$ cat src/rtl/hazard_sched.sv
// Hazard scheduler for the ID/EX pipeline register: load-use stalls, branch squash, multi-cycle EX hold.
// Optional HAZARD_STATS_EN adds saturating stall/flush event counters.
module hazard_sched #(
   parameter int unsigned MC_LAT = 4,
   parameter int unsigned CNT_W  = 4
) (
   input  logic       clk,
   input  logic       rst,
   input  logic [4:0] id_rs,
   input  logic [4:0] id_rt,
   input  logic       id_uses_rt,
   input  logic       id_float,
   input  logic       ex_bubble,
   input  logic       ex_load,
   input  logic [4:0] ex_dst,
   input  logic       ex_float,
   input  logic       ex_mc,
   input  logic       branch_taken,
   output logic       stall_pc,
   output logic       stall_ifid,
   output logic       stall_idex,
   output logic       flush_ifid,
   output logic       flush_idex,
   output logic       bubble_exmem
`ifdef HAZARD_STATS_EN
   ,
   output logic [31:0] stall_cnt,
   output logic [31:0] flush_cnt
`endif
);

   typedef enum logic {S_RUN, S_MC} state_t;

   state_t           r_state, w_state_nxt;
   logic [CNT_W-1:0] r_cnt, w_cnt_nxt;
   logic             w_ex_valid, w_src_match, w_load_use;

   assign w_ex_valid  = ~ex_bubble;
   assign w_src_match = (ex_dst == id_rs) | (id_uses_rt & (ex_dst == id_rt));
   // Integer r0 is hardwired zero and never a true dependency; float f0 is a real register.
   assign w_load_use  = w_ex_valid & ex_load & (ex_float == id_float)
                      & (ex_float | (ex_dst != '0)) & w_src_match;

   always_ff @(posedge clk or posedge rst) begin
      if (rst) begin
         r_state <= S_RUN;
         r_cnt   <= '0;
      end else begin
         r_state <= w_state_nxt;
         r_cnt   <= w_cnt_nxt;
      end
   end

   always_comb begin
      w_state_nxt  = r_state;
      w_cnt_nxt    = r_cnt;
      stall_pc     = 1'b0;
      stall_ifid   = 1'b0;
      stall_idex   = 1'b0;
      flush_ifid   = 1'b0;
      flush_idex   = 1'b0;
      bubble_exmem = 1'b0;
      // Outputs are combinational, so reset must mask them directly rather than rely on state.
      if (!rst) begin
         case (r_state)
            S_RUN: begin
               if (w_ex_valid & ex_mc) begin
                  stall_pc     = 1'b1;
                  stall_ifid   = 1'b1;
                  stall_idex   = 1'b1;
                  bubble_exmem = 1'b1;
                  w_cnt_nxt    = CNT_W'(MC_LAT - 2);
                  w_state_nxt  = S_MC;
               end else if (w_ex_valid & branch_taken) begin
                  flush_ifid = 1'b1;
                  flush_idex = 1'b1;
               end else if (w_load_use) begin
                  stall_pc   = 1'b1;
                  stall_ifid = 1'b1;
                  flush_idex = 1'b1;
               end
            end
            S_MC: begin
               if (r_cnt != '0) begin
                  stall_pc     = 1'b1;
                  stall_ifid   = 1'b1;
                  stall_idex   = 1'b1;
                  bubble_exmem = 1'b1;
                  w_cnt_nxt    = r_cnt - CNT_W'(1);
               end else begin
                  w_state_nxt = S_RUN;
               end
            end
            default: w_state_nxt = S_RUN;
         endcase
      end
   end

`ifdef HAZARD_STATS_EN
   always_ff @(posedge clk or posedge rst) begin
      if (rst) begin
         stall_cnt <= '0;
         flush_cnt <= '0;
      end else begin
         if (stall_pc && (stall_cnt != '1))
            stall_cnt <= stall_cnt + 32'd1;
         if (flush_ifid && (flush_cnt != '1))
            flush_cnt <= flush_cnt + 32'd1;
      end
   end
`endif

endmodule

$ cat config.mk
export PLATFORM = sky130hd
export DESIGN_NAME = hazard_sched
export DESIGN_NICKNAME = d
export VERILOG_FILES = /design/src/rtl/hazard_sched.sv
export SDC_FILE = /design/constraint.sdc
export NUM_CORES = 1
export LEC_CHECK = 0
export ABC_AREA = 1
export CAP_MARGIN = 20
export CORE_UTILIZATION = 30
export CTS_CLUSTER_DIAMETER = 40
export DETAILED_ROUTE_END_ITERATION = 16
export GPL_ROUTABILITY_DRIVEN = 0
export GPL_TIMING_DRIVEN = 0
export PLACE_DENSITY = 0.73
export SETUP_SLACK_MARGIN = 0.3
export SLEW_MARGIN = 20
export SYNTH_ARGS = -nofsm -noshare
export SYNTH_HDL_FRONTEND = slang
export SYNTH_SLANG_ARGS = --single-unit
$ cat constraint.sdc
create_clock -name clk -period 1.5 [get_ports clk]
set_clock_uncertainty 0.05 [all_clocks]
set_input_delay 0.45 -clock clk [delete_from_list [all_inputs] [get_ports clk]]
set_output_delay 0.45 -clock clk [all_outputs]
set_load 0.05 [all_outputs]
; ---- Yosys cells after proc, flatten, opt, wreduce, memory -nomap -nowiden
; Index checks and enable logic that the tools add are counted.
; Widths: inputs -> output; s select.
[totals]
register_bits = 5
elab_cells = 43
[classes]
n_addsub = 1
eq_ne = 5
mux = 20
bitwise = 12
n_reduce_logical = 3
[ops]
columns = op, count
row1 = $mux 1, 15
row2 = $eq 5x5->1, 2
row3 = $mux 4, 2
row4 = $pmux 4 s2, 1
row5 = $and 1x1->1, 7
row6 = $reduce_bool 5->1, 1
row7 = $pmux 1 s2, 2
row8 = $reduce_bool 4->1, 1
row9 = $sub 4x1->4 const B, 1
row10 = $not 1->1, 3
row11 = $reduce_and 3->1, 1
row12 = $ne 2x1->1 const B, 1
row13 = $ne 2x2->1 const B, 1
row14 = $or 1x1->1, 2
row15 = $eq 1x1->1, 1

; ---- Depth between registers and ports, before layout
[depth]
word_depth = 10
mapped_depth = 9
mapped_depth_nobuf = 8

; ---- Worst setup path after synthesis
; Ideal clock, no wire load.
[synth_path]
path_type = input -> output
from = in ex_dst[1]
to = out stall_pc
t_arrival_ns = 1.918
required_ns = 1.000
slack_ns = -0.918
cell_stages = 9
n_path_buf = 1
path_cell_list = inv_1 -> nand2_1 -> nand2_1 -> nor2_1 -> nand3_1 -> nand2_1 -> nand2_1 -> o21ai_1 -> buf_4
[synth_via]
elab_chain_len = 9
elab_cells_between_ends = 13
classes_between = eq/ne: 2 / mux: 5 / bitwise: 5 / reduce/logical: 1
[synth_lines]
columns = item, line_no
row1 = start: declaration, 15  ; input logic [4:0] ex_dst,
row2 = $eq 5x5->1 / $reduce_bool 5->1 (equally long branches), "39, 42"
row3 = $and 1x1->1 / $or 1x1->1 (equally long branches), "39, 42"
row4 = $or 1x1->1 / $and 1x1->1 (equally long branches), "39, 42"
row5 = $and 1x1->1 (*), 42  ; & (ex_float | (ex_dst != '0)) & w_src_match;
row6 = $mux 1 (*) (3 in a row), -
row7 = $pmux 1 s2 (*), -
row8 = $mux 1 (*), -
row9 = end: declaration, 19  ; output logic stall_pc,
; Mark *: on every way between the ends. The rest lies on a longest branch, timed or not.

; ---- Final worst setup path
[layout_path]
from = in ex_dst[1]
to = out stall_pc
[layout_via]
elab_chain_len = 9
elab_cells_between_ends = 13
classes_between = eq/ne: 2 / mux: 5 / bitwise: 5 / reduce/logical: 1
[layout_lines]
columns = item, line_no
row1 = $eq 5x5->1 / $reduce_bool 5->1 (equally long branches), "39, 42"
row2 = $and 1x1->1 / $or 1x1->1 (equally long branches), "39, 42"
row3 = $or 1x1->1 / $and 1x1->1 (equally long branches), "39, 42"
row4 = $and 1x1->1 (*), 42
row5 = $mux 1 (*), 77  ; end else if (w_load_use) begin
row6 = $mux 1 (*), 74  ; end else if (w_ex_valid & branch_taken) begin
row7 = $mux 1 (*), 67  ; if (w_ex_valid & ex_mc) begin
row8 = $pmux 1 s2 (*), 65  ; case (r_state)
row9 = $mux 1 (*), 64  ; if (!rst) begin
; Marks and branches as above.

==> flow_summary.html <==
<table>
<tr><th>Metric</th><th>Value</th></tr>
<tr><th colspan="2">Status</th></tr>
<tr><td>Outcome</td><td>complete, but fails checks</td></tr>
<tr><td>Violations in the final reports</td><td>negative setup slack</td></tr>
<tr><th colspan="2">Clocking</th></tr>
<tr><td>Number of sinks driven by the clock tree</td><td>5</td></tr>
<tr><td>CTS clock-pin slew for the worst setup and hold paths</td><td>40 ps</td></tr>
<tr><td>Number of buffers on the longest clock path</td><td>2</td></tr>
<tr><td>Clock tree root buffer cell</td><td>sky130_fd_sc_hd__clkbuf_4</td></tr>
<tr><td>Total clock buffers created by CTS</td><td>3</td></tr>
<tr><td>Latest clock arrival within the worst-skew pair</td><td>240 ps</td></tr>
<tr><td>H-tree lvl count</td><td>1</td></tr>
<tr><td>TritonCTS clock tree</td><td>done</td></tr>
<tr><th colspan="2">GRT</th></tr>
<tr><td>Number of global-route vias before repair</td><td>680</td></tr>
<tr><td>GRT Residual Overflow</td><td>0</td></tr>
<tr><td>GRT Resource Usage Total</td><td>0.1735</td></tr>
<tr><td>Global-route wire length before repair</td><td>2.573 mm</td></tr>
<tr><td>Antenna violations before repair</td><td>0</td></tr>
<tr><td>Maximum number of pins on one net before global-route repair</td><td>7</td></tr>
<tr><th colspan="2">Floorplan</th></tr>
<tr><td>Initial standard-cell utilization of the core</td><td>0.3269</td></tr>
<tr><td>Chip height</td><td>45.61 µm</td></tr>
<tr><td>Die area</td><td>2080 µm²</td></tr>
<tr><td>Placeable core area</td><td>1745 µm²</td></tr>
<tr><td>Width of the die</td><td>45.61 µm</td></tr>
<tr><td>Placement row count</td><td>15</td></tr>
<tr><td># IOs</td><td>30</td></tr>
<tr><th colspan="2">Setup path</th></tr>
<tr><td>Critical path class</td><td>in -&gt; out</td></tr>
<tr><td>Highest fanout seen on the critical path</td><td>3</td></tr>
<tr><td>Kind of start point of the critical path</td><td>input pin</td></tr>
<tr><td>Data required time of the critical path</td><td>1000 ps</td></tr>
<tr><td>Endpoint kind of the worst setup timing path</td><td>output pin</td></tr>
<tr><td>Data arrival time of the critical path</td><td>1530 ps</td></tr>
<tr><th colspan="2">Timing</th></tr>
<tr><td>Final clock period utilization by the worst path</td><td>1.352</td></tr>
<tr><td>Achievable Freq</td><td>0.4930 GHz</td></tr>
<tr><td>Slew at the pin closest to its max-slew limit</td><td>176.6 ps</td></tr>
<tr><td>Final Hold Violating Endpoints</td><td>0</td></tr>
<tr><td>Relative max-transition margin</td><td>0.8817</td></tr>
<tr><td>Final worst path period need</td><td>2028 ps</td></tr>
<tr><td>Unrepaired setup endpoints after global routing</td><td>true</td></tr>
<tr><td>Number of pins with negative max-slew slack in the final report</td><td>0</td></tr>
<tr><td>Finish-stage setup viols</td><td>8</td></tr>
<tr><td>Final setup TNS</td><td>-2345 ps</td></tr>
<tr><td>Crit path setup slack, layout</td><td>-528.2 ps</td></tr>
<tr><th colspan="2">Drt</th></tr>
<tr><td>Drt initial violations</td><td>19</td></tr>
<tr><td>Antenna viol nets, final</td><td>0</td></tr>
<tr><td>Total iterations of the first detailed-routing run</td><td>4</td></tr>
<tr><td>Total via count after detailed routing</td><td>826</td></tr>
<tr><td>Number of vias per cell after detailed routing</td><td>4.720</td></tr>
<tr><td>Number of design rule violations left after detail routing</td><td>0</td></tr>
<tr><td>Total length of routed wires</td><td>2.245 mm</td></tr>
<tr><td>Detailed-route wire length per cell</td><td>12.83 µm</td></tr>
<tr><th colspan="2">Logic synthesis</th></tr>
<tr><td>Proportion of synthesized area in mux cells</td><td>0</td></tr>
<tr><td>Adder-Cell Fraction of Synth Area</td><td>0.04386</td></tr>
<tr><td>Post-synth design cell area</td><td>570.5 µm²</td></tr>
<tr><td>Syn nets</td><td>127</td></tr>
<tr><td>Yosys synthesis warning count</td><td>0</td></tr>
<tr><td>Area contributors post-synth</td><td>sky130_fd_sc_hd__nand2_1 (24%), sky130_fd_sc_hd__dfrtp_1 (22%), sky130_fd_sc_hd__inv_1 (13%)</td></tr>
<tr><td>Number of instances in the synthesized netlist</td><td>101</td></tr>
<tr><td>Proportion of netlist area held by the largest area contributor</td><td>0.2434</td></tr>
<tr><td>FF+latch count, synth</td><td>5</td></tr>
<tr><td>Number of library cell types mapped by synthesis</td><td>19</td></tr>
<tr><td>Area fraction in compound gates after synthesis</td><td>0.06579</td></tr>
<tr><td>Mean cell area of the mapped netlist</td><td>5.649 µm²</td></tr>
<tr><td>Xor and xnor area share after synthesis</td><td>0.03070</td></tr>
<tr><td>Sequential element share of the synthesized area</td><td>0.2193</td></tr>
<tr><td>Library cell with the largest summed area after synthesis</td><td>sky130_fd_sc_hd__nand2_1</td></tr>
<tr><td>Simple-gate portion of the synthesized area</td><td>0.4759</td></tr>
<tr><td>Main combinational cell family by area after synthesis</td><td>simple AND/OR/NAND/NOR gates</td></tr>
<tr><th colspan="2">Finish</th></tr>
<tr><td>Proportion of layout cells with a drive suffix above 1</td><td>0.6733</td></tr>
<tr><td>Nets</td><td>177</td></tr>
<tr><td>Utilization of the core after routing</td><td>0.7477</td></tr>
<tr><td>Count of placed standard cells in the final layout, fillers left out</td><td>175</td></tr>
<tr><td>Layout overhead on the synthesized area</td><td>128.7%</td></tr>
<tr><td>Number of diodes</td><td>0</td></tr>
<tr><td>Number of fill cells</td><td>129</td></tr>
<tr><th colspan="2">Run</th></tr>
<tr><td>Maximum capacitance violations</td><td>0</td></tr>
<tr><th colspan="2">Power and ir drop</th></tr>
<tr><td>Leak</td><td>0.0006496 µW</td></tr>
<tr><td>Max VDD drop</td><td>0.7800 mV</td></tr>
<tr><td>Sum of internal, switching and leakage power</td><td>1472 µW</td></tr>
<tr><td>Power density over the cells</td><td>1128 nW/µm²</td></tr>
<tr><th colspan="2">Min path</th></tr>
<tr><td>Min-Delay Path Class</td><td>in -&gt; async</td></tr>
<tr><th colspan="2">Place</th></tr>
<tr><td>Cell Count Post-Placement</td><td>155</td></tr>
<tr><td>Count of input and output buffers</td><td>29</td></tr>
<tr><td>Final HPWL from detailed placement</td><td>1.192 mm</td></tr>
</table>
[worst paths after layout]
check	cells after the start	slack, ps	start	to
hold reg to reg	2	550	r_cnt[3]	r_cnt[3]
setup reg to reg	10	-40	r_cnt[1]	r_cnt[3]
setup / recovery	11	-530	ex_dst[1]	stall_pc
min in group clk	2	550	r_cnt[3]	r_cnt[3]
max in group asynchronous	4	950	rst	r_state
hold / removal	4	310	rst	r_cnt[0]
[state kept, by name, summed over array words and instances, names as in the netlist]
register / cells
r_state: 1
r_cnt: 4
[routing by layer]
metal,GRT usage,part of all wire
met4,0.07273,0.018
met5,0,0
met3,0.02778,0.031
met2,0.3514,0.59
met1,0.1667,0.36
[stage by stage]
stage	setup WS [ps]	area, µm²	hold WS, ps
final	-528.2	1305	310.4
after global routing	-609.1	1305	309.6
after CTS	-400.3	1134	378.8
after detailed placement	-1647	1005	481.5
after global placement	-1634	1005	473.3
after floorplan	-437.3	683.2	197.3
[kinds of logic (layout without fill, tap and decap cells)]
logic type / Yosys count / after routing
AOI/OAI and AO/OA: 7 / 7
DFF: 5 / 5
adders and majority gates: 2 / 2
buffers and inverters: 23 / 72
xor gates and xnor gates: 2 / 2
and+or+nand+nor: 62 / 62
[cell type report]
cell class	instances	area [µm²]	share of cell area
buffer	2	26.28	0.02013
clock buffer	4	26.28	0.02013
inverter	21	122.6	0.09396
multi-input combinational	73	515.5	0.3950
sequential	5	126.4	0.09684
tap	25	31.28	0.02397
timing repair buffer	45	456.7	0.3500
[repair_timing]
action,in CTS,in global routing
hold buffers,0,0
buffers inserted,10,6
pin swaps,31,24
endpoints found under the setup margin,11,11
endpoints found under the hold margin,0,0
resized for setup,156,39
[synthesized netlist by cell type]
master,n
sky130_fd_sc_hd__nor2_1,12
sky130_fd_sc_hd__xnor2_1,2
sky130_fd_sc_hd__nand4_1,1
sky130_fd_sc_hd__o21ai_0,4
sky130_fd_sc_hd__dfrtp_1,5
sky130_fd_sc_hd__nor3_1,1
sky130_fd_sc_hd__inv_2,2
sky130_fd_sc_hd__buf_4,2
sky130_fd_sc_hd__nand3_1,7
sky130_fd_sc_hd__nor2_4,1
sky130_fd_sc_hd__ha_1,2
sky130_fd_sc_hd__nand3_4,1
sky130_fd_sc_hd__nand2_2,1
sky130_fd_sc_hd__inv_1,19
sky130_fd_sc_hd__or2_2,1
sky130_fd_sc_hd__nand2_1,37
sky130_fd_sc_hd__a21oi_1,1
sky130_fd_sc_hd__o31ai_1,1
sky130_fd_sc_hd__o21ai_1,1
[critical path, cell delays in order]
cell                       delay, ps
sky130_fd_sc_hd__buf_12           90
sky130_fd_sc_hd__clkinv_8         40
sky130_fd_sc_hd__nand2_1          50
sky130_fd_sc_hd__nand2_1          50
sky130_fd_sc_hd__nor2_1          140
sky130_fd_sc_hd__nand3_1         100
sky130_fd_sc_hd__nand2_1         100
sky130_fd_sc_hd__nand2_2          90
sky130_fd_sc_hd__o21ai_4         170
sky130_fd_sc_hd__buf_6           110
sky130_fd_sc_hd__buf_8           130
[cell usage in the layout, fill, tap and decap left out, drive strengths merged]
cell type / synthesis / final
clkinv: 0 / 1
a21oi: 1 / 1
xnor2: 2 / 2
o31ai: 1 / 1
nor2: 13 / 13
ha: 2 / 2
o21ai: 5 / 5
or2: 1 / 1
clkbuf: 0 / 4
inv: 21 / 19
clkinvlp: 0 / 1
dlygate4sd2: 0 / 2
buf: 2 / 43
clkdlybuf4s15: 0 / 2
nor3: 1 / 1
nand4: 1 / 1
dfrtp: 5 / 5
nand3: 8 / 8
nand2: 38 / 38
[where the power goes]
group	switching, µW	internal [µW]	total, µW
Clock	56.6	101	157
Sequential	60.9	192	253
Combinational	556	506	1060
Total	673	798	1470
(Power assumes the default switching activity.)
